$ cat src/rtl/alu_op_issuer.sv
// rtl/alu_op_issuer.sv - sequences one ALU command through issue, flag capture and response handshake
// Operands stay registered after a command so the parked pass-A op preserves carry for the next command.
module alu_op_issuer #(
    parameter logic [4:0] PARK_OP = 5'b10000
) (
    input  logic        i_clk,
    input  logic        i_rst,
    input  logic        i_cmd_valid,
    output logic        o_cmd_ready,
    input  logic [4:0]  i_cmd_op,
    input  logic [15:0] i_cmd_a,
    input  logic [15:0] i_cmd_b,
    input  logic [2:0]  i_cmd_cond,
    input  logic        i_cmd_wf,
    output logic [15:0] o_alu_a,
    output logic [15:0] o_alu_b,
    output logic [4:0]  o_alu_fun_sel,
    output logic        o_alu_wf,
    input  logic [15:0] i_alu_out,
    input  logic [3:0]  i_alu_flags,
    output logic        o_rsp_valid,
    input  logic        i_rsp_ready,
    output logic [15:0] o_rsp_data,
    output logic [3:0]  o_rsp_flags,
    output logic        o_rsp_cond_true
);

    typedef enum logic [1:0] {
        S_IDLE  = 2'd0,
        S_ISSUE = 2'd1,
        S_FLAG  = 2'd2,
        S_RESP  = 2'd3
    } state_t;

    state_t      r_state;
    state_t      w_next;
    logic        w_accept;

    logic [4:0]  r_op;
    logic [15:0] r_a;
    logic [15:0] r_b;
    logic [2:0]  r_cond;
    logic        r_wf;
    logic [15:0] r_rsp_data;
    logic [3:0]  r_rsp_flags;
    logic        r_rsp_cond_true;

    // Flag bit order is {Z,C,N,O} at [3:0].
    function automatic logic cond_eval(input logic [2:0] cond, input logic [3:0] flags);
        logic res;
        case (cond)
            3'b000:  res = 1'b1;
            3'b001:  res = flags[3];
            3'b010:  res = ~flags[3];
            3'b011:  res = flags[2];
            3'b100:  res = ~flags[2];
            3'b101:  res = flags[1];
            3'b110:  res = flags[0];
            default: res = 1'b0;
        endcase
        return res;
    endfunction

    assign w_accept = i_cmd_valid & (r_state == S_IDLE);

    always_ff @(posedge i_clk or posedge i_rst) begin
        if (i_rst) begin
            r_state <= S_IDLE;
        end else begin
            r_state <= w_next;
        end
    end

    always_comb begin
        w_next          = r_state;
        o_cmd_ready     = 1'b0;
        o_rsp_valid     = 1'b0;
        o_alu_fun_sel   = PARK_OP;
        o_alu_wf        = 1'b0;
        case (r_state)
            S_IDLE: begin
                o_cmd_ready = 1'b1;
                if (i_cmd_valid) begin
                    w_next = S_ISSUE;
                end
            end
            S_ISSUE: begin
                o_alu_fun_sel = r_op;
                o_alu_wf      = r_wf;
                w_next        = S_FLAG;
            end
            S_FLAG: begin
                o_alu_fun_sel = r_op;
                w_next        = S_RESP;
            end
            S_RESP: begin
                o_rsp_valid = 1'b1;
                if (i_rsp_ready) begin
                    w_next = S_IDLE;
                end
            end
            default: w_next = S_IDLE;
        endcase
    end

    always_ff @(posedge i_clk or posedge i_rst) begin
        if (i_rst) begin
            r_op            <= 5'd0;
            r_a             <= 16'h0000;
            r_b             <= 16'h0000;
            r_cond          <= 3'd0;
            r_wf            <= 1'b0;
            r_rsp_data      <= 16'h0000;
            r_rsp_flags     <= 4'b0000;
            r_rsp_cond_true <= 1'b0;
        end else begin
            if (w_accept) begin
                r_op   <= i_cmd_op;
                r_a    <= i_cmd_a;
                r_b    <= i_cmd_b;
                r_cond <= i_cmd_cond;
                r_wf   <= i_cmd_wf;
            end
            if (r_state == S_ISSUE) begin
                r_rsp_data <= i_alu_out;
            end
            // Flags are registered inside the ALU, so they only reflect this command one cycle after issue.
            if (r_state == S_FLAG) begin
                r_rsp_flags     <= i_alu_flags;
                r_rsp_cond_true <= cond_eval(r_cond, i_alu_flags);
            end
        end
    end

    assign o_alu_a         = r_a;
    assign o_alu_b         = r_b;
    assign o_rsp_data      = r_rsp_data;
    assign o_rsp_flags     = r_rsp_flags;
    assign o_rsp_cond_true = r_rsp_cond_true;

endmodule

$ cat config.mk
export PLATFORM = sky130hd
export DESIGN_NAME = alu_op_issuer
export DESIGN_NICKNAME = d
export VERILOG_FILES = /design/src/rtl/alu_op_issuer.sv
export SDC_FILE = /design/constraint.sdc
export NUM_CORES = 1
export LEC_CHECK = 0
export BUFFER_PORTS_ARGS = -buffer_cell sky130_fd_sc_hd__buf_2
export CAP_MARGIN = 20
export CELL_PAD_IN_SITES_DETAIL_PLACEMENT = 2
export CELL_PAD_IN_SITES_GLOBAL_PLACEMENT = 2
export CORE_MARGIN = 3
export CORE_UTILIZATION = 27
export CTS_CLUSTER_DIAMETER = 120
export DETAILED_ROUTE_END_ITERATION = 10
export GPL_TIMING_DRIVEN = 0
export PLACE_DENSITY = 0.86
export SLEW_MARGIN = 30
export SYNTH_ARGS = -nofsm -noshare
export SYNTH_HDL_FRONTEND = slang
export SYNTH_SLANG_ARGS = --single-unit
$ cat constraint.sdc
create_clock -name i_clk -period 1.6 [get_ports i_clk]
set_clock_uncertainty 0.1 [all_clocks]
set_input_delay 0 -clock i_clk [delete_from_list [all_inputs] [get_ports i_clk]]
set_output_delay 0 -clock i_clk [all_outputs]
set_load 0.05 [all_outputs]
Yosys cells after proc, flatten, opt, wreduce, memory -nomap -nowiden
Cells that the tools add are included.

Bits of input ports: 65. Output and inout bits: 61. Register bits: 64.

Reductions and logical operators: 4. Equality and inequality tests: 11. Mux-type cells: 8. Bitwise logic cells: 3.

Operators by type and width (count): 3-bit == test, second input constant (3); 2-bit case mux with 4 select lines (1); 1-bit case mux with 7 select lines (1); 3-bit by 2-bit == test with 1-bit output, second input constant (2); 5-bit two-way mux (1); 2-bit == test, second input constant (2); 2-bit two-way mux (2); 2-bit != test, second input constant (2); 3-bit by 1-bit == test with 1-bit output, second input constant (1); 3-bit logical NOT (1); 1-bit two-way mux (3); 2-bit by 1-bit == test with 1-bit output, second input constant (1); 2-bit logical NOT (1); 1-bit NOT (2); 2-bit AND reduction (1); 2-bit OR reduction (1); 1-bit bitwise AND (1).

Longest topological paths before layout
Gate-level depths: netlist (run 1).

Depth after elaboration: 3. Mapped depth: 6.

Worst setup path after synthesis (run 1)
No wires, ideal clock.

Path type: register to register. From: reg r_state[0]. To: reg r_a[0] (netlist: o_alu_a[0]). Library setup time: 0.125 ns. Arrival: 1.678 ns. Stages on the path, launching flop included: 6. Slack: -0.303 ns. Required time: 1.375 ns. Clock period less this slack: 1.903 ns. Cells stage by stage: dfrtp_1 > inv_1 > ha_1 > nand2_2 > buf_6 > mux2_4.

Longest elaborated chain between the ends: 2.

Ends and longest elaborated chain: start, declared (line 35) `state_t r_state;`; start signal, assigned (line 70) `r_state <= w_next;`; 2-bit logical NOT (line 64) `assign w_accept = i_cmd_valid & (r_state == S_IDLE);`; 1-bit bitwise AND (line 64); end signal, assigned (line 119) `r_a <= i_cmd_a;`; end, declared (line 40) `logic [15:0] r_a;`.

No other way between the ends. A chain may end at the register's enable or synchronous reset.

Worst setup path in the final report (run 1)
From: reg r_state[0]. To: out o_alu_wf.

Longest elaborated chain between the ends: 2.

Ends and longest elaborated chain: 2-bit by 1-bit == test with 1-bit output (line 80) `case (r_state)`; 1-bit two-way mux (line 80); end, declared (line 18) `output logic o_alu_wf,`.

No other way between the ends.

==> results of run 1 <==
-- power groups by stage --
stage / registers [W] / clock network [W] / logic, W
after global routing: 0.00310 / 0.00170 / 0.00703
final: 0.00297 / 0.00157 / 0.00671
after CTS: 0.00297 / 0.00162 / 0.00667
after detailed placement: 0.00299 / 0 / 0.00634
after global placement: 0.00293 / 0 / 0.00614
after floorplan: 0.00534 / 0 / 0.00250
-- logic make-up (layout without fill, tap and decap cells) --
| family | after synthesis | count (layout) | share of synthesized area, % |
|---|---|---|---|
| DFF | 64 | 64 | 58.6 |
| buffers and inverters | 13 | 223 | 3.25 |
| adders and majority gates | 5 | 5 | 2.29 |
| muxes | 64 | 64 | 31.8 |
| AOI/OAI and AO/OA | 5 | 5 | 1.37 |
| and+or+nand+nor | 12 | 12 | 2.66 |
-- cell type report --
| type | instances | area, um^2 |
|---|---|---|
| buffer | 6 | 71.3 |
| clock buffer | 12 | 155 |
| clock inverter | 3 | 65.1 |
| fill | 992 | 5270 |
| inverter | 6 | 26.3 |
| multi-input combinational | 86 | 1070 |
| sequential | 64 | 1600 |
| tap | 133 | 166 |
| timing repair buffer | 196 | 1390 |
-- registers in the layout, indices dropped and copies added (netlist names), 2 cells and up --
register	cells
o_alu_b	16
r_op	5
o_alu_a	16
o_rsp_flags	4
o_rsp_data	16
r_cond	3
r_state	2
-- tightest hold or removal path, delay by kind of cell --
family   cells  cell delay (ps)
buf+inv      3             1080
-- per-layer routing --
| metal | vias to the layer above | share of wire [%] |
|---|---|---|
| met3 | 11 | 5.8 |
| met1 | 1076 | 36 |
| li1 | 975 | - |
| met2 | 85 | 57 |
| met4 | 0 | 1.2 |
| met5 | - | 0 |
-- how the worst max path moves through the flow --
| stage | start | to | depth (start not counted) |
|---|---|---|---|
| floorplan | r_state[1] | r_state[1] | 5 |
| global placement | r_state[1] | r_op[3] | 5 |
| detailed placement | r_state[1] | o_rsp_data[8] | 5 |
| CTS | r_state[0] | o_alu_wf | 5 |
| global route | r_state[0] | o_alu_wf | 5 |
| finish | r_state[0] | o_alu_wf | 5 |
-- cells in the final DEF, fill, tap and decap left out, types with 2 or more instances in the layout --
cell,Yosys,layout
buf_6,5,9
bufinv_16,0,2
ha_2,0,2
inv_2,0,2
mux2i_1,2,2
buf_4,0,5
ha_1,5,2
dlygate4sd3_1,0,64
and2_4,0,2
inv_1,6,3
clkbuf_8,0,11
dfrtp_1,64,64
buf_2,2,120
buf_16,0,2
nor2_1,2,2
mux2_2,21,21
buf_8,0,2
mux2_4,40,40
and2_1,5,3
-- what timing repair did --
item | CTS | global route
setup endpoints to repair | 57 | 11
endpoints found under the hold margin | 84 | 0
hold buffers | 64 | 0
pin swaps | 0 | 1
setup buffers | 5 | 0
gates resized for setup | 16 | 6
-- through the flow --
stage	total power, W	TNS, ps	hold slack, ps	std cells
after floorplan	0.00783	0	31.3	163
after global placement	0.00907	-2100	132	421
after detailed placement	0.00933	-4690	10.7	423
after CTS	0.0113	-10.2	207	506
after global routing	0.0118	-16.0	243	506
final	0.0113	0	196	506
==> metrics.cfg, run 1 <==
[place]
place_worst_setup_slack_ps=-141
buffer_ports.inserted=125
routabilityCongestion=0.625
placement.cell_area_um2=3600
place_hpwl_mm=5.77

[die]
floorplan.core_area_um2=9820
fp-row-count=36
num_io_pins=126
die_w_um=107
fp.dieArea_um2=11400
initial_cell_density_of_the_core_pct=27.8
floorplan.die.height_um=107

[finish]
nets=439
utilization_pct=46.4
final_layout_size_suffix_gt1_share_pct=59.8
insertedDiodeCount=0
layout-area-overhead-vs-synth_pct=66.7
final_cell_area_um2=4550

[sta]
unrepaired_setup_endpoints_after_global_routing=true
maxClockFrequency_mhz=641
final.period_utilization_pct=97.5
report.final.setup_viol=0
slew_violations=0
worst_slack_ps=39.4
timing.slew.headroom_pct=59.8
final_critical_path_required_period_ps=1560
timing_hold_violations_final=0
max_slew.worst_pin.slew_ps=602

[worst_setup_path]
timing.critical_path.to_type=output port
crit-reg2reg-launch=r_state[1]
worstSetupPathType=flop to output port
worst_r2r_path_depth=5
arrival_ps=1460
critical_path.top_delay_family=flip-flops
r2r_slack_ps=60
critical-path-slowest-cell=dfrtp_1
critical_path_peak_fanout=3
regToRegEndpoint=o_rsp_data[7]
setup.worst_path.start_class=flop
required_ps=1500
cp_slowest_stage_delay_ps=410
critPathBufInv=3
timing.critical_path.cells=buf_4 -> ha_2 -> buf_8 -> and2_4 -> buf_6

[power_and_ir_drop]
power_frac_seq_pct=26.4
power.net_switching_w=0.00539
power.share.switching_pct=47.9
internal_power_w=0.00586
comb_power_share_pct=59.6
powerDensity_nw_per_um2=2470
vdd_drop_max_mv=0.906
power.clock.fraction_pct=14.0
total_leakage_power_nw=2.30

[synth]
ys_seq_elements=64
syn_nets=233
synth_sequential_area_ratio_pct=58.6
synth.distinct_cells=21
syn_area_per_cell_um2=16.8
postSynthCellCount=163
main_area_contributors_after_synthesis=dfrtp_1, mux2_4, mux2_2
syn_area_um2=2730
yosys_most_used_dff=dfrtp_1
synth_area_leader_cell=dfrtp_1
ys_warn_count=0
ys_async_sr_fraction_pct=100
synthMostInstantiatedCell=dfrtp_1
netlist.area_leader.share_pct=58.6
synth-edff-count=0
synthTopCellsByCount=dfrtp_1, mux2_4, mux2_2, inv_1

[detailed_routing]
drtPass1Iterations=4
routedWlPerCell_um=17.6
totalWireLength_mm=8.91
drtAntennaViolNets=0
dr.first_iter.drc_count=34
post-route-drc-count=0
num_vias=2147
vias_per_cell=4.24

[clock_tree]
clk_pin_slew_worst_paths_ps=80
numClockSinks=64
cts_inserted_buffers=9
worst_skew_pair.late_latency_ps=330
root_buffer_master=clkbuf_8
ctsHtreeMaxLevel=3
cts.path.max_buffers=2
cts_tree=done

[global_route]
grt_antenna_before_repair=0
pin_count_of_the_biggest_net_entering_global_routing=24
grt_use_met1_pct=17.0
grt_most_used_layer=met2
wire_length_of_the_first_global_routing_pass_mm=14.0
gr-total-overflow=0
globalRouteTotalUtil_pct=16.1
first_global_vias=2570
met2_track_demand_over_resource_pct=31.2
groute.layer.met3.usage_pct=4.27

[hold_path]
worst_hold_path_type=input port to asynchronous set/reset pin

[status]
status=completed

[run]
max_cap_violations=0

Note: power is estimated with default switching activity, not from simulation.
==> run 2: changes to the inputs <==
--- a/config.mk
+++ b/config.mk
@@ -14,7 +14,7 @@
 export CTS_CLUSTER_DIAMETER = 120
 export DETAILED_ROUTE_END_ITERATION = 10
 export GPL_TIMING_DRIVEN = 0
-export PLACE_DENSITY = 0.86
+export PLACE_DENSITY = 0.83
 export SLEW_MARGIN = 30
 export SYNTH_ARGS = -nofsm -noshare
 export SYNTH_HDL_FRONTEND = slang
==> run 2 against run 1 <==
  * Via count is 0.33% lower
  * Sequential power increased by 2%
  * Combinational power increased by 2%
  * First-iteration DRC count rose by 8.8%
  * Die area unchanged
==> metrics.cfg, run 2 (synthesized netlist as in run 1, its figures left out) <==
[status]
status=completed

[global_route]
globalRouteTotalUtil_pct=16.3
first_global_vias=2566
pin_count_of_the_biggest_net_entering_global_routing=26
gr-total-overflow=0
wire_length_of_the_first_global_routing_pass_mm=14.2
grt_antenna_before_repair=0

[sta]
timing_hold_violations_final=0
slew_violations=0
timing.slew.headroom_pct=72.1
report.final.setup_viol=0
finalHoldWorstSlack_ps=131
final_critical_path_required_period_ps=1540
maxClockFrequency_mhz=649
final.period_utilization_pct=96.3
max_slew.worst_pin.slew_ps=417
unrepaired_setup_endpoints_after_global_routing=true

[finish]
final_layout_size_suffix_gt1_share_pct=60.9
most_frequent_standard_cell_in_the_layout_excluding_fill_and_tap_cells=buf_2
insertedDiodeCount=0
layout-area-overhead-vs-synth_pct=68.0
nets=441
fill_cells=997
final_cell_mix=buf_2, dlygate4sd3_1, dfrtp_1, mux2_4, mux2_2
layout.cells.non_filler=509

[worst_setup_path]
cp_slowest_stage_delay_ps=390
critical_path_peak_fanout=3
critical-path-top-cell-by-count=buf_6
arrival_ps=1440
required_ps=1500
timing.critical_path.to_type=output port
critical-path-slowest-cell=dfrtp_1
timing.critical_path.cells=buf_4 -> ha_4 -> buf_6 -> and2_1 -> buf_6
worstSetupPathType=flop to output port
setup.worst_path.start_class=flop

[clock_tree]
cts_tree=done
cts_inserted_buffers=9
cts.path.max_buffers=2
root_buffer_master=clkbuf_8
ctsHtreeMaxLevel=3
worst_skew_pair.late_latency_ps=330
numClockSinks=64
clk_pin_slew_worst_paths_ps=70

[place]
dpl.cell_count=423
routabilityCongestion=0.686
buffer_ports.inserted=125
place_hpwl_mm=5.58

[die]
floorplan.core_area_um2=9820
initial_cell_density_of_the_core_pct=27.8
fp.dieArea_um2=11400
floorplan.die.height_um=107
die_w_um=107
num_io_pins=126
fp-row-count=36

[power_and_ir_drop]
vdd_drop_max_mv=1.01
report.power.total_w=0.0115
powerDensity_nw_per_um2=2500
total_leakage_power_nw=2.31

[detailed_routing]
drtAntennaViolNets=0
vias_per_cell=4.20
totalWireLength_mm=9.01
dr.first_iter.drc_count=37
drtPass1Iterations=4
routedWlPerCell_um=17.7
num_vias=2140
post-route-drc-count=0

[hold_path]
worst_hold_path_type=input port to asynchronous set/reset pin

[run]
max_cap_violations=0

==> run 2: worst max-delay path, delay by kind of cell, from the launching register on <==
family | cells | cell delay, ps
fa+ha+maj | 1 | 150
flops | 1 | 390
simple gates | 1 | 150
buf+inv | 3 | 420
==> run 2: through the flow <==
step | setup TNS (ps) | instance area, um^2 | utilization, % | worst slack, ps
floorplan | 0 | 2760 | - | 12.7
global placement | -1770 | 3550 | 36.1 | -54.9
detailed placement | -4210 | 3590 | 36.5 | -137
CTS | 0 | 4530 | 46.1 | 1.18
global route | -24.0 | 4590 | 46.7 | -23.2
finish | 0 | 4590 | 46.7 | 58.9
==> run 2: final timing paths <==
check,startpoint,endpoint,slack (ps),depth (start not counted)
max,r_state[0],o_alu_wf,60,5
max reg2reg,r_state[1],o_alu_a[1],80,5
min,i_rst,o_rsp_data[2],130,3
min reg2reg,o_rsp_flags[1],o_rsp_flags[1],400,1
max in group asynchronous,i_rst,o_alu_b[6],800,4
min in group i_clk,i_cmd_op[4],r_op[4],330,3
==> run 2: power by group <==
part,switching (W),internal (W),total [W]
logic,0.00433,0.00254,0.00687
registers,0.000557,0.00247,0.00302
clock network,0.000639,0.000960,0.00160
==> run 2: timing repair <==
action,4_1_cts,5_1_grt
setup buffers,4,3
endpoints found under the setup margin,56,6
gates resized for setup,15,9
hold buffers,64,0
endpoints found under the hold margin,128,0
pin swaps,0,2
==> run 2: layer usage <==
layer	vias up	share of wire, %	track usage [%]
met5	-	0	0
met4	0	0.54	4.11
met3	7	6.3	4.27
met2	90	54	30.6
met1	1060	39	18.3
li1	983	-	-
==> run 2: layout make-up <==
type | instances | area [um^2] | area share, %
plain buffers | 6 | 71.3 | 1.55
clock buffers | 11 | 151 | 3.30
clock inverters | 5 | 78.8 | 1.72
inverters | 6 | 26.3 | 0.573
multi-input cells | 86 | 1090 | 23.8
flip-flops and latches | 64 | 1600 | 34.9
well taps | 133 | 166 | 3.63
repair buffers | 198 | 1400 | 30.6
==> run 3: changes to the inputs <==
--- a/config.mk
+++ b/config.mk
@@ -14,6 +14,7 @@
 export CTS_CLUSTER_DIAMETER = 120
 export DETAILED_ROUTE_END_ITERATION = 10
 export GPL_TIMING_DRIVEN = 0
+export MAX_ROUTING_LAYER = met4
 export PLACE_DENSITY = 0.83
 export SLEW_MARGIN = 30
 export SYNTH_ARGS = -nofsm -noshare
==> run 3 against run 2 <==
  * Total power grew 0.82%
  * Sequential share of layout area shrank 0.18 points
  * Final area grew 0.52%
  * Register-to-register slack lost 20 ps
  * Final cell count is the same
  * Global-route usage grew 0.44 points
  * Critical path depth is the same
  * Setup slack gained 0.86 ps
  * Critical endpoint unchanged
==> metrics.cfg, run 3 (synthesized netlist as in run 1, its figures left out) <==
[detailed_routing]
drtAntennaViolNets=0
drtPass1Iterations=4
totalWireLength_mm=9.08
post-route-drc-count=0
dr.first_iter.drc_count=35
num_vias=2151
routedWlPerCell_um=17.8
vias_per_cell=4.23

[sta]
report.final.setup_viol=0
max_slew.worst_pin.slew_ps=417
finalHoldWorstSlack_ps=132
final_critical_path_required_period_ps=1540
unrepaired_setup_endpoints_after_global_routing=true
timing.slew.headroom_pct=72.1
timing_hold_violations_final=0
slew_violations=0
maxClockFrequency_mhz=649
final.period_utilization_pct=96.3

[power_and_ir_drop]
report.power.total_w=0.0116
vdd_drop_max_mv=1.01
total_leakage_power_nw=2.32
powerDensity_nw_per_um2=2510

[finish]
final_cell_mix=buf_2, dlygate4sd3_1, dfrtp_1, mux2_4, mux2_2
nets=441
utilization_pct=47.0
fill_cells=995
regArea_um2=1600
insertedDiodeCount=0
layout.cells.non_filler=509
layout-area-overhead-vs-synth_pct=68.9
multiInputGateArea_um2=1090
final_layout_size_suffix_gt1_share_pct=61.2
most_frequent_standard_cell_in_the_layout_excluding_fill_and_tap_cells=buf_2

[worst_setup_path]
timing_startpoint_of_the_critical_path=r_state[0]
critical-path-top-cell-by-count=buf_6
critical-path-slowest-cell=dfrtp_1
arrival_ps=1440
worstSetupPathType=flop to output port
critPathBufInv=3
required_ps=1500
timing.critical_path.to_type=output port
crit-reg2reg-launch=r_state[1]
critical_path.top_delay_family=buffers and inverters
timing.critical_path.cells=buf_4 -> ha_4 -> buf_6 -> and2_1 -> buf_6
cp_slowest_stage_delay_ps=390
critical_path_peak_fanout=3
setup.worst_path.start_class=flop

[die]
fp-row-count=36
fp.dieArea_um2=11400
floorplan.die.height_um=107
num_io_pins=126
initial_cell_density_of_the_core_pct=27.8
die_w_um=107
floorplan.core_area_um2=9820

[clock_tree]
cts.path.max_buffers=2
ctsHtreeMaxLevel=3
clk_pin_slew_worst_paths_ps=70
root_buffer_master=clkbuf_8
numClockSinks=64
worst_skew_pair.late_latency_ps=330
cts_tree=done
cts_inserted_buffers=9

[status]
status=completed

[run]
max_cap_violations=0

[place]
routabilityCongestion=0.693
place_hpwl_mm=5.58
dpl.cell_count=423
buffer_ports.inserted=125

[hold_path]
worst_hold_path_type=input port to asynchronous set/reset pin

[global_route]
gr-total-overflow=0
globalRouteTotalUtil_pct=16.8
wire_length_of_the_first_global_routing_pass_mm=14.2
pin_count_of_the_biggest_net_entering_global_routing=26
grt_antenna_before_repair=0
first_global_vias=2568

## run 3: cell count changes in the layout (fill, tap and decap cells not counted), sizes merged
cell,before,now
clkbuf,11,12
buf,140,139
## run 3: layout make-up
class                           count  share of cell area, %
Tap cell                          133                   3.61
Clock buffer                       11                   3.28
Buffer                              6                   1.55
Sequential cell                    64                   34.7
Clock inverter                      5                   1.71
Timing Repair Buffer              198                   30.9
Multi-Input combinational cell     86                   23.7
Inverter                            6                  0.570
## run 3: timing repair
item	4_1_cts	5_1_grt
gates cloned	0	0
hold endpoints to repair	128	0
gates resized for setup	15	16
hold buffers	64	0
pin swaps	0	7
buffers inserted	4	3
endpoints found under the setup margin	56	6
## run 3: metrics by stage
step / setup slack, ps / area (um^2) / setup TNS (ps)
final: 59.8 / 4610 / 0
after global routing: -10.0 / 4610 / -32.6
after CTS: 1.18 / 4530 / 0
after detailed placement: -137 / 3590 / -4210
after global placement: -54.9 / 3550 / -1770
after floorplan: 12.7 / 2760 / 0
## run 3: worst paths after layout
kind,slack (ps),depth (start not counted),to
max,60,5,o_alu_wf
min,130,3,o_rsp_data[2]
max reg2reg,60,5,o_alu_b[10]
min reg2reg,400,1,r_op[4]
max in group asynchronous,800,4,o_alu_b[6]
min in group i_clk,330,3,r_op[4]
## run 3: routing by layer
layer / up-vias / GRT usage [%] / routed length [um]
met5: - / - / 0
met4: 0 / 4.11 / 48
met3: 7 / 3.55 / 506
met2: 92 / 30.7 / 4950
met1: 1064 / 18.7 / 3580
li1: 988 / - / -
## run 3: tightest hold or removal path, cell delays in order
cell and delay, ps:
dlygate4sd3_1 540, buf_2 140, clkinvlp_4 290
## run 3: report_power, final
group	switching, W	internal, W	total, W	leakage [nW]
sequential	0.000556	0.00246	0.00302	0.752
combinational	0.00435	0.00261	0.00696	1.45
clock	0.000638	0.000960	0.00160	0.119
